===== config.mk =====
export PLATFORM = sky130hd
export DESIGN_NAME = nibble_pipe_adder
export DESIGN_NICKNAME = d
export VERILOG_FILES = /design/src/rtl/nibble_pipe_adder.sv
export SDC_FILE = /design/constraint.sdc
export NUM_CORES = 1
export LEC_CHECK = 0
export BUFFER_PORTS_ARGS = -buffer_cell sky130_fd_sc_hd__buf_2
export CORE_AREA = 4 4 94 104
export CTS_CLUSTER_DIAMETER = 50
export DETAILED_ROUTE_END_ITERATION = 8
export DIE_AREA = 0 0 98 108
export GPL_TIMING_DRIVEN = 0
export SLEW_MARGIN = 20
export SYNTH_ARGS = -nofsm -noshare
export SYNTH_HDL_FRONTEND = slang
export SYNTH_SLANG_ARGS = --single-unit

===== constraint.sdc =====
create_clock -name clk -period 2 [get_ports clk]
set_clock_uncertainty 0.1 [all_clocks]
set_input_delay 0.4 -clock clk [delete_from_list [all_inputs] [get_ports clk]]
set_output_delay 0.4 -clock clk [all_outputs]
set_load 0.02 [all_outputs]

===== src/rtl/nibble_pipe_adder.sv =====
// Pipelined adder: one 4-bit carry-lookahead slice per stage, NIBBLES stages deep,
// with a single global stall (advance) driven by output backpressure.
module nibble_pipe_adder #(
    parameter int unsigned NIBBLES = 4
) (
    input  logic                   clk,
    input  logic                   rst_n,
    input  logic                   in_valid,
    output logic                   in_ready,
    input  logic [4*NIBBLES-1:0]   a,
    input  logic [4*NIBBLES-1:0]   b,
    input  logic                   cin,
    output logic                   out_valid,
    input  logic                   out_ready,
    output logic [4*NIBBLES-1:0]   sum,
    output logic                   cout,
    output logic                   ovf
);

    // Returns {c4, s[3:0]}; every carry is a flat sum-of-products of g, p and ci.
    function automatic logic [4:0] cla4(input logic [3:0] x,
                                        input logic [3:0] y,
                                        input logic       ci);
        logic [3:0] g;
        logic [3:0] p;
        logic       c1, c2, c3, c4;
        g  = x & y;
        p  = x ^ y;
        c1 = g[0] | (p[0] & ci);
        c2 = g[1] | (p[1] & g[0]) | (p[1] & p[0] & ci);
        c3 = g[2] | (p[2] & g[1]) | (p[2] & p[1] & g[0]) | (p[2] & p[1] & p[0] & ci);
        c4 = g[3] | (p[3] & g[2]) | (p[3] & p[2] & g[1]) | (p[3] & p[2] & p[1] & g[0])
                  | (p[3] & p[2] & p[1] & p[0] & ci);
        return {c4, p ^ {c3, c2, c1, ci}};
    endfunction

    logic advance;

    assign advance  = !out_valid || out_ready;
    assign in_ready = advance;

    for (genvar k = 0; k < NIBBLES; k++) begin : stg
        localparam int unsigned SW = 4 * (k + 1);
        localparam int unsigned OW = 4 * (NIBBLES - 1 - k);

        logic [3:0]    xa;
        logic [3:0]    xb;
        logic          ci;
        logic          vi;
        logic [4:0]    r;
        logic [SW-1:0] sum_d;
        logic          v_q;
        logic          c_q;
        logic [SW-1:0] sum_q;

        assign r = cla4(xa, xb, ci);

        if (k == 0) begin : src
            assign xa    = a[3:0];
            assign xb    = b[3:0];
            assign ci    = cin;
            assign vi    = in_valid;
            assign sum_d = r[3:0];
        end else begin : src
            assign xa    = stg[k-1].fwd.a_q[3:0];
            assign xb    = stg[k-1].fwd.b_q[3:0];
            assign ci    = stg[k-1].c_q;
            assign vi    = stg[k-1].v_q;
            assign sum_d = {r[3:0], stg[k-1].sum_q};
        end

        always_ff @(posedge clk) begin
            if (!rst_n) begin
                v_q   <= 1'b0;
                c_q   <= 1'b0;
                sum_q <= '0;
            end else if (advance) begin
                v_q   <= vi;
                c_q   <= r[4];
                sum_q <= sum_d;
            end
        end

        // Skew registers keep the unprocessed nibbles right-aligned: the next slice's nibble sits at [3:0].
        if (k < NIBBLES - 1) begin : fwd
            logic [OW-1:0] a_d;
            logic [OW-1:0] b_d;
            logic [OW-1:0] a_q;
            logic [OW-1:0] b_q;

            if (k == 0) begin : ld
                assign a_d = a[4*NIBBLES-1:4];
                assign b_d = b[4*NIBBLES-1:4];
            end else begin : ld
                assign a_d = stg[k-1].fwd.a_q[OW+3:4];
                assign b_d = stg[k-1].fwd.b_q[OW+3:4];
            end

            always_ff @(posedge clk) begin
                if (advance) begin
                    a_q <= a_d;
                    b_q <= b_d;
                end
            end
        end

        // The last slice's operand nibble holds the original sign bits, so overflow is resolved here.
        if (k == NIBBLES - 1) begin : fin
            logic ovf_q;

            always_ff @(posedge clk) begin
                if (!rst_n) begin
                    ovf_q <= 1'b0;
                end else if (advance) begin
                    ovf_q <= (xa[3] == xb[3]) && (r[3] != xa[3]);
                end
            end
        end
    end

    assign out_valid = stg[NIBBLES-1].v_q;
    assign sum       = stg[NIBBLES-1].sum_q;
    assign cout      = stg[NIBBLES-1].c_q;
    assign ovf       = stg[NIBBLES-1].fin.ovf_q;

endmodule


==> results of run 1 <==
[per-layer routing]
layer,wire length (µm),share of wire,vias up,GRT usage
li1,-,-,1283,-
met1,3190,0.47,1156,0.179
met2,3180,0.47,55,0.221
met3,344,0.050,10,0.0323
met4,123,0.018,0,0.0564
met5,0,0,-,0
[flip-flops by register name (all words and copies together), names as in the netlist]
name	cells
ovf	1
stg.sum_q	24
stg.v_q	3
stg.c_q	3
stg.fwd.a_q	24
stg.fwd.b_q	24
out_valid	1
sum	16
cout	1
[power by group through the flow]
| stage | sequential (mW) | clock [mW] | combinational, mW |
|---|---|---|---|
| 3_3_place_gp | 2.34 | 0 | 0.411 |
| 5_1_grt | 2.32 | 1.22 | 0.483 |
| 3_5_place_dp | 2.35 | 0 | 0.420 |
| 6_report | 2.30 | 1.10 | 0.420 |
| 4_1_cts | 2.30 | 1.13 | 0.428 |
| 2_1_floorplan | 2.36 | 0 | 0.252 |
[metrics by stage]
stage / setup slack [ns] / util / area (µm²) / hold slack, ns
after global placement: -0.499 / 0.485 / 4260 / 0.301
final: 0.150 / 0.510 / 4480 / 0.124
after floorplan: 0.0923 / - / 3840 / 0.300
after global routing: 0.0321 / 0.510 / 4480 / 0.0982
after detailed placement: -0.118 / 0.485 / 4260 / 0.305
after CTS: 0.0387 / 0.510 / 4480 / 0.106
[critical path: stages, from the launching register on]
cell and delay, ns:
dfxtp_1 0.31, nor2b_2 0.16, inv_4 0.13, buf_12 0.20, buf_2 0.19
[timing repair]
action / in CTS / in global routing
gates resized for setup: 3 / 1
cloned: 1 / 0
endpoints found under the hold margin: 0 / 0
endpoints found under the setup margin: 1 / 1
hold buffers: 0 / 0
[layout make-up]
type / count / area (µm²) / area share
Tap cell: 114 / 143 / 0.0318
Timing Repair Buffer: 57 / 313 / 0.0698
Sequential cell: 97 / 2420 / 0.540
Multi-Input combinational cell: 199 / 1290 / 0.288
Clock inverter: 7 / 46.3 / 0.0103
Inverter: 14 / 55.1 / 0.0123
Clock buffer: 9 / 124 / 0.0276
Buffer: 16 / 86.3 / 0.0193
[worst paths after layout]
check	startpoint	to	slack [ns]	cells past startpoint
max	out_valid$_SDFFE_PN0P_	in_ready	0.15	4
min	b[7]	stg[0].fwd.b_q[3]$_DFFE_PP_	0.12	1
max reg2reg	stg[2].fwd.a_q[0]$_DFFE_PP_	ovf$_SDFFE_PN0P_	0.18	5
min reg2reg	stg[0].fwd.a_q[6]$_DFFE_PP_	stg[1].fwd.a_q[2]$_DFFE_PP_	0.32	0
[cells in the final DEF, fill, tap and decap left out, drive strengths merged, types with 5 or more instances in the layout]
master and count:
a211oi 7, o21ai 14, o211a 5, nor2 7, nand2 68, buf 65
clkbuf 16, inv 15, nand3 14, edfxtp 48, clkinvlp 5, ha 16
a21boi 31, dfxtp 49
[logic make-up (layout without fill, tap and decap cells)]
kind of cell / after synthesis / count (layout)
and+or+nand+nor: 100 / 100
xor gates and xnor gates: 4 / 4
AOI/OAI and AO/OA: 75 / 75
DFF: 97 / 97
buffers and inverters: 30 / 103
adders and majority gates: 20 / 20
==> results.json, run 1 <==
{
  "status": "complete, no violations",
  "hp-class": "input pin to flop",
  "fillers": 818,
  "die-area_mm2": 0.0106,
  "critPathArrivalTime_ns": 1.35,
  "synth_area_mm2": 0.00384,
  "die-width_um": 98,
  "dr.first_iter.drc_count": 79,
  "clk_path_buf_depth": 2,
  "yosysSeqAreaShare": 0.631,
  "cp.required_ns": 1.50,
  "dr.pass1.iters": 4,
  "synth_top_area_frac": 0.375,
  "synthToLayoutAreaGrowth_pct": 16.8,
  "seqPwrFrac": 0.602,
  "finalSetupTns_ns": 0,
  "end_kind": "output pin",
  "grt_pass1_wl_mm": 11.6,
  "dp_hpwl_mm": 4.87,
  "overflow": 0,
  "cts_root_buffer": "clkbuf_8",
  "hold_viol_final": 0,
  "synth_xor_area_frac": 0.00913,
  "diodes": 0,
  "ant_nets": 0,
  "synth_top_family_by_area": "compound AO/OA/AOI/OAI gates",
  "clk_latency_ns": 0.34,
  "ios": 57,
  "synthSimpleGateAreaFrac": 0.113,
  "std_cell_rows": 36,
  "antenna_found_initial": 0,
  "synth.distinct_cells": 32,
  "cts_sinks": 97,
  "dpl.cell_count": 496,
  "swShare": 0.248,
  "fmax_mhz": 540,
  "period_share": 0.925,
  "wl_per_cell_um": 13.3,
  "max-vdd-ir-drop_uv": 491,
  "ys_ff_latch": 97,
  "start_kind": "flop",
  "instances_no_fill": 513,
  "post-cts-setup-buffer-count": 0,
  "async_flop_share": 0,
  "synth.largest_area_cell": "edfxtp_1",
  "synth.mux.area_fraction": 0,
  "cellInternalPower_mw": 2.87,
  "synth-edff-count": 48,
  "coreArea_mm2": 0.00878,
  "avgSynthCellArea_um2": 11.8,
  "cts_buffers": 9,
  "viasPerCell": 4.88,
  "power_mw": 3.82,
  "yosysMostFrequentCell": "nand2_1",
  "yosysWarnings": 0,
  "tritoncts": "done",
  "route.detailed.drc": 0,
  "tightest_slew_ns": 0.478,
  "track_usage": 0.137,
  "wirelength_mm": 6.84,
  "power_density_mw_per_mm2": 852,
  "slew_headroom": 0.681,
  "slew_viol_final": 0,
  "rsz0062_at_grt": "no",
  "portBuffers": 56,
  "fin_crit_ns": 1.85,
  "switching_power_uw": 949,
  "synthCells": 326,
  "die_h_um": 108,
  "maxCapViolCount": 0,
  "cts_htree_levels": 3,
  "clk_pin_slew_ns": 0.09,
  "crit_path_max_fanout": 29,
  "synthTopCellsByArea": "edfxtp_1 38%, dfxtp_1 26%, nand2_1 6.6%, a21boi_0 6.1%, ha_1 5.2%",
  "ys.flop_type": "dfxtp_1",
  "syn_nets": 383,
  "initial_core_util": 0.437,
  "synth_compound_area_frac": 0.142,
  "ys_top_cells_by_count": "68 x nand2_1, 49 x dfxtp_1, 48 x edfxtp_1",
  "route.vias.total": 2504,
  "fin_nets": 451,
  "drive_above_1_share": 0.226,
  "setup_viol": 0,
  "grt_max_degree": 30,
  "critPathKind": "flop to output pin",
  "gp_congestion": 0.796,
  "synthAdderAreaFrac": 0.0730,
  "grt_pass1_vias": 2462,
  "leakagePower_nw": 1.88,
  "p_comb_frac": 0.110,
  "clockPowerShare": 0.288
}
(Power assumes the default switching activity.)
==> inputs of run 2 (changes only) <==
--- a/config.mk
+++ b/config.mk
@@ -11,6 +11,8 @@
 export DETAILED_ROUTE_END_ITERATION = 8
 export DIE_AREA = 0 0 98 108
 export GPL_TIMING_DRIVEN = 0
+export PLACE_DENSITY = 0.67
+export SKIP_LAST_GASP = 1
 export SLEW_MARGIN = 20
 export SYNTH_ARGS = -nofsm -noshare
 export SYNTH_HDL_FRONTEND = slang
==> constraint.sdc (replaced) <==
create_clock -name clk -period 1.6 [get_ports clk]
set_clock_uncertainty 0.1 [all_clocks]
set_input_delay 0.32 -clock clk [delete_from_list [all_inputs] [get_ports clk]]
set_output_delay 0.32 -clock clk [all_outputs]
set_load 0.02 [all_outputs]
==> results.json, run 2 (synthesis results as in run 1) <==
{
  "status": "finished with violations",
  "failed_checks": "negative setup slack",
  "critPathArrivalTime_ns": 1.87,
  "busiest_layer": "met2",
  "cts_root_buffer": "clkbuf_8",
  "fillers": 762,
  "hold_ws_ns": 0.0290,
  "final_cell_mix": "68 x nand2_1, 62 x buf_2, 48 x edfxtp_1, 47 x dfxtp_1, 30 x a21boi_0",
  "grt_pass1_vias": 2475,
  "end_kind": "flop",
  "cts_sinks": 97,
  "drive_above_1_share": 0.284,
  "tritoncts": "done",
  "grtUsageMet3": 0.0387,
  "ant_nets": 0,
  "wl_per_cell_um": 13.9,
  "top_regs": "stg.fwd.a_q: 24 flops, stg.fwd.b_q: 24 flops, stg.sum_q: 24 flops",
  "fmax_mhz": 595,
  "diodes": 0,
  "ios": 57,
  "antenna_found_initial": 0,
  "tightest_slew_ns": 0.456,
  "clk_path_buf_depth": 2,
  "global_route.usage.met1": 0.176,
  "fin_nets": 460,
  "cts_hold_buffers": 0,
  "power_density_mw_per_mm2": 1080,
  "clk_pin_slew_ns": 0.09,
  "leakagePower_nw": 2.01,
  "gp_congestion": 0.839,
  "dr.first_iter.drc_count": 140,
  "synthToLayoutAreaGrowth_pct": 23.6,
  "dr.pass1.iters": 5,
  "coreArea_mm2": 0.00878,
  "final_cell_area_mm2": 0.00474,
  "grt_max_degree": 30,
  "overflow": 0,
  "hold_viol_final": 0,
  "slew_viol_final": 0,
  "maxCapViolCount": 0,
  "die-width_um": 98,
  "track_usage": 0.142,
  "die-area_mm2": 0.0106,
  "max-vdd-ir-drop_uv": 714,
  "dp_hpwl_mm": 4.72,
  "viasPerCell": 4.93,
  "cts_htree_levels": 3,
  "cts_buffers": 9,
  "setup_viol": 4,
  "route.detailed.drc": 0,
  "grt_pass1_wl_mm": 11.7,
  "initial_core_util": 0.437,
  "final_common_cell": "nand2_1",
  "fin_crit_ns": 1.68,
  "hp-class": "input pin to flop",
  "worst_slack_ns": -0.0798,
  "slew_headroom": 0.696,
  "cp.required_ns": 1.79,
  "rsz0062_at_grt": "yes",
  "crit_path_max_fanout": 5,
  "portBuffers": 56,
  "std_cell_rows": 36,
  "period_share": 1.05,
  "wirelength_mm": 7.24,
  "grt.met2_usage": 0.229,
  "die_h_um": 108,
  "critPathKind": "flop to flop",
  "route.vias.total": 2571,
  "clk_latency_ns": 0.36,
  "start_kind": "flop",
  "post_dp_cell_area_mm2": 0.00427
}
[run 2: changes by cell type in the layout (fill, tap and decap cells not counted), moves of 3 or more]
cell,delta
o21ai_1,+3
ha_4,+4
o21ai_0,-3
clkbuf_2,+3
buf_4,+9
ha_1,-4
clkinvlp_4,-3
[run 2: layout make-up]
class / count / area, µm² / area share
clock inverter: 4 / 28.8 / 0.00607
buffer: 16 / 92.6 / 0.0195
tap: 114 / 143 / 0.0301
inverter: 14 / 57.6 / 0.0121
timing repair buffer: 66 / 412 / 0.0868
sequential: 97 / 2420 / 0.511
multi-input combinational: 199 / 1410 / 0.297
clock buffer: 12 / 178 / 0.0374
[run 2: final timing paths]
path,from,endpoint,slack [ns],cells after the start
min reg2reg,stg[0].fwd.b_q[6]$_DFFE_PP_,stg[1].fwd.b_q[2]$_DFFE_PP_,0.32,0
min,a[14],stg[0].fwd.a_q[10]$_DFFE_PP_,0.03,1
max,stg[2].fwd.a_q[0]$_DFFE_PP_,ovf$_SDFFE_PN0P_,-0.08,5
max reg2reg,stg[2].fwd.a_q[0]$_DFFE_PP_,ovf$_SDFFE_PN0P_,-0.08,5
[run 2: metal layers]
metal  routed length [µm]  vias up  part of all wire
li1                     -     1307                 -
met1                 3230     1188              0.45
met2                 3440       60              0.47
met3                  388       16             0.054
met4                  183        0             0.025
met5                    0        -                 0
[run 2: metrics by stage]
step / instances / TNS, ns / setup WS (ns) / util / power [mW]
final: 522 / -0.170 / -0.0798 / 0.540 / 5.11
after global routing: 522 / -0.529 / -0.129 / 0.540 / 5.36
after CTS: 519 / -0.278 / -0.0915 / 0.528 / 5.10
after detailed placement: 496 / -6.27 / -0.339 / 0.486 / 3.46
after global placement: 496 / -5.17 / -0.321 / 0.486 / 3.44
after floorplan: 326 / -0.0153 / -0.0153 / - / 3.27
[run 2: what timing repair did]
item	4_1_cts	5_1_grt
resized for setup	16	21
pin swaps	10	4
buffers inserted	5	3
gates cloned	2	0
setup endpoints to repair	60	33
[run 2: power breakdown]
part	internal (mW)	leakage, nW	switching, mW	total (mW)
Combinational	0.299	0.994	0.317	0.616
Clock	0.766	0.108	0.848	1.61
Sequential	2.79	0.911	0.0935	2.88
Total	3.86	2.01	1.26	5.11
[run 2: worst max-delay path, stage by stage (launching register included)]
cell and delay (ns):
edfxtp_1 0.46, ha_4 0.30, a211o_4 0.13, a21oi_4 0.06, or4_4 0.48, o211ai_2 0.08
==> inputs of run 3 (changes only) <==
--- a/config.mk
+++ b/config.mk
@@ -7,6 +7,7 @@
 export LEC_CHECK = 0
 export BUFFER_PORTS_ARGS = -buffer_cell sky130_fd_sc_hd__buf_2
 export CORE_AREA = 4 4 94 104
+export CTS_BUF_LIST = sky130_fd_sc_hd__clkbuf_4
 export CTS_CLUSTER_DIAMETER = 50
 export DETAILED_ROUTE_END_ITERATION = 8
 export DIE_AREA = 0 0 98 108
==> results.json, run 3 (synthesis results as in run 1) <==
{
  "switching_power_mw": 1.25,
  "max-vdd-ir-drop_uv": 581,
  "worst_slack_ns": -0.117,
  "dr.first_iter.drc_count": 110,
  "route.vias.total": 2671,
  "antenna_found_initial": 0,
  "clockPowerShare": 0.294,
  "seqPwrFrac": 0.572,
  "path_cells": "ha_4 -> a211o_2 -> a21oi_4 -> or4_4 -> o211ai_2",
  "post_dp_cell_area_mm2": 0.00427,
  "dr.pass1.iters": 4,
  "rsz0062_at_grt": "yes",
  "grt_pass1_vias": 2620,
  "end_kind": "flop",
  "p_comb_frac": 0.134,
  "synthToLayoutAreaGrowth_pct": 30.1,
  "drive_above_1_share": 0.290,
  "cts_htree_levels": 3,
  "failed_checks": "negative setup slack",
  "std_cell_rows": 36,
  "wirelength_mm": 7.53,
  "final_cell_mix": "67 x nand2_1, 60 x buf_2, 48 x edfxtp_1, 47 x dfxtp_1, 30 x a21boi_0",
  "hold_viol_final": 0,
  "critPathTopFamily": "simple AND/OR/NAND/NOR gates",
  "track_usage": 0.149,
  "hp-class": "input pin to flop",
  "tritoncts": "done",
  "dpl.cell_count": 496,
  "critPathMaxStageDelay_ns": 0.48,
  "fillers": 739,
  "coreArea_mm2": 0.00878,
  "die_h_um": 108,
  "leakagePower_nw": 2.11,
  "crit_path_max_fanout": 5,
  "ant_nets": 0,
  "cp.required_ns": 1.87,
  "cellInternalPower_mw": 3.80,
  "final_common_cell": "nand2_1",
  "dp_hpwl_mm": 4.72,
  "instances_no_fill": 548,
  "power_density_mw_per_mm2": 1010,
  "tightest_slew_ns": 0.480,
  "clk_latency_ns": 0.44,
  "grt_pass1_wl_mm": 12.4,
  "maxCapViolCount": 0,
  "wl_per_cell_um": 13.7,
  "clk_pin_slew_ns": 0.15,
  "hold_ws_ns": 0.167,
  "setup_viol": 5,
  "fin_nets": 486,
  "start_kind": "flop",
  "cts_root_buffer": "clkbuf_4",
  "die-area_mm2": 0.0106,
  "slew_viol_final": 0,
  "swShare": 0.247,
  "cts_sinks": 97,
  "route.detailed.drc": 0,
  "critPathKind": "flop to flop",
  "worst_path_max_delay_cell": "or4_4",
  "top_regs": "stg.fwd.a_q: 24 flops, stg.fwd.b_q: 24 flops, stg.sum_q: 24 flops",
  "initial_core_util": 0.437,
  "fmax_mhz": 582,
  "overflow": 0,
  "power_mw": 5.05,
  "portBuffers": 56,
  "critical_path_buf_inv_count": 0,
  "critPathArrivalTime_ns": 1.99,
  "status": "finished with violations",
  "grt_max_degree": 30,
  "diodes": 0,
  "period_share": 1.07,
  "final_cell_area_mm2": 0.00499,
  "gp_congestion": 0.839,
  "die-width_um": 98,
  "slew_headroom": 0.680,
  "cts_buffers": 9,
  "fin_crit_ns": 1.72,
  "ios": 57,
  "clk_path_buf_depth": 2,
  "place_ws_ns": -0.339,
  "viasPerCell": 4.87
}
## run 3: what timing repair did
action | CTS | global route
endpoints found under the setup margin | 60 | 40
gates resized for setup | 20 | 26
cloned | 2 | 0
hold buffers | 25 | 0
endpoints found under the hold margin | 25 | 0
pin swaps | 7 | 8
setup buffers | 5 | 4
## run 3: power groups by stage
stage                     clock, mW  sequential [mW]  combinational (mW)
after floorplan                   0             2.95               0.320
after global placement            0             2.93               0.518
after detailed placement          0             2.93               0.528
after CTS                      1.51             2.88               0.620
after global routing           1.63             2.91               0.757
final                          1.49             2.89               0.677
## run 3: final cells by class
class | instances | area (µm²) | share of cell area
Clock inverter | 6 | 88.8 | 0.0178
Inverter | 14 | 57.6 | 0.0115
Buffer | 16 | 97.6 | 0.0195
Multi-Input combinational cell | 199 | 1430 | 0.287
Timing Repair Buffer | 92 | 673 | 0.135
Clock buffer | 10 | 75.1 | 0.0150
Sequential cell | 97 | 2420 | 0.486
Tap cell | 114 | 143 | 0.0286
## run 3: stage by stage
| stage | TNS, ns | util |
|---|---|---|
| floorplan | -0.0153 | - |
| global placement | -5.17 | 0.486 |
| detailed placement | -6.27 | 0.486 |
| CTS | -0.378 | 0.555 |
| global route | -0.804 | 0.568 |
| finish | -0.330 | 0.568 |
## run 3: tightest hold or removal path: stages
cell	delay, ns
buf_2	0.13
nand3_1	0.07
or3_1	0.10
nand3_1	0.06
## run 3: final timing paths
check | start | to | slack [ns] | cells after the start
worst max-delay path | stg[2].fwd.a_q[0]$_DFFE_PP_ | ovf$_SDFFE_PN0P_ | -0.12 | 5
worst min register to register | stg[0].fwd.b_q[6]$_DFFE_PP_ | stg[1].fwd.b_q[2]$_DFFE_PP_ | 0.33 | 0
worst max register to register | stg[2].fwd.a_q[0]$_DFFE_PP_ | ovf$_SDFFE_PN0P_ | -0.12 | 5
worst min-delay path | rst_n | stg[2].sum_q[11]$_SDFFE_PN0P_ | 0.17 | 4
## run 3: metal layers
metal	routed length, µm	up-vias	part of all wire	global-route usage
li1	-	1355	-	-
met1	3330	1236	0.44	0.187
met2	3660	68	0.49	0.246
met3	414	12	0.055	0.0452
met4	127	0	0.017	0.0524
met5	0	-	0	0
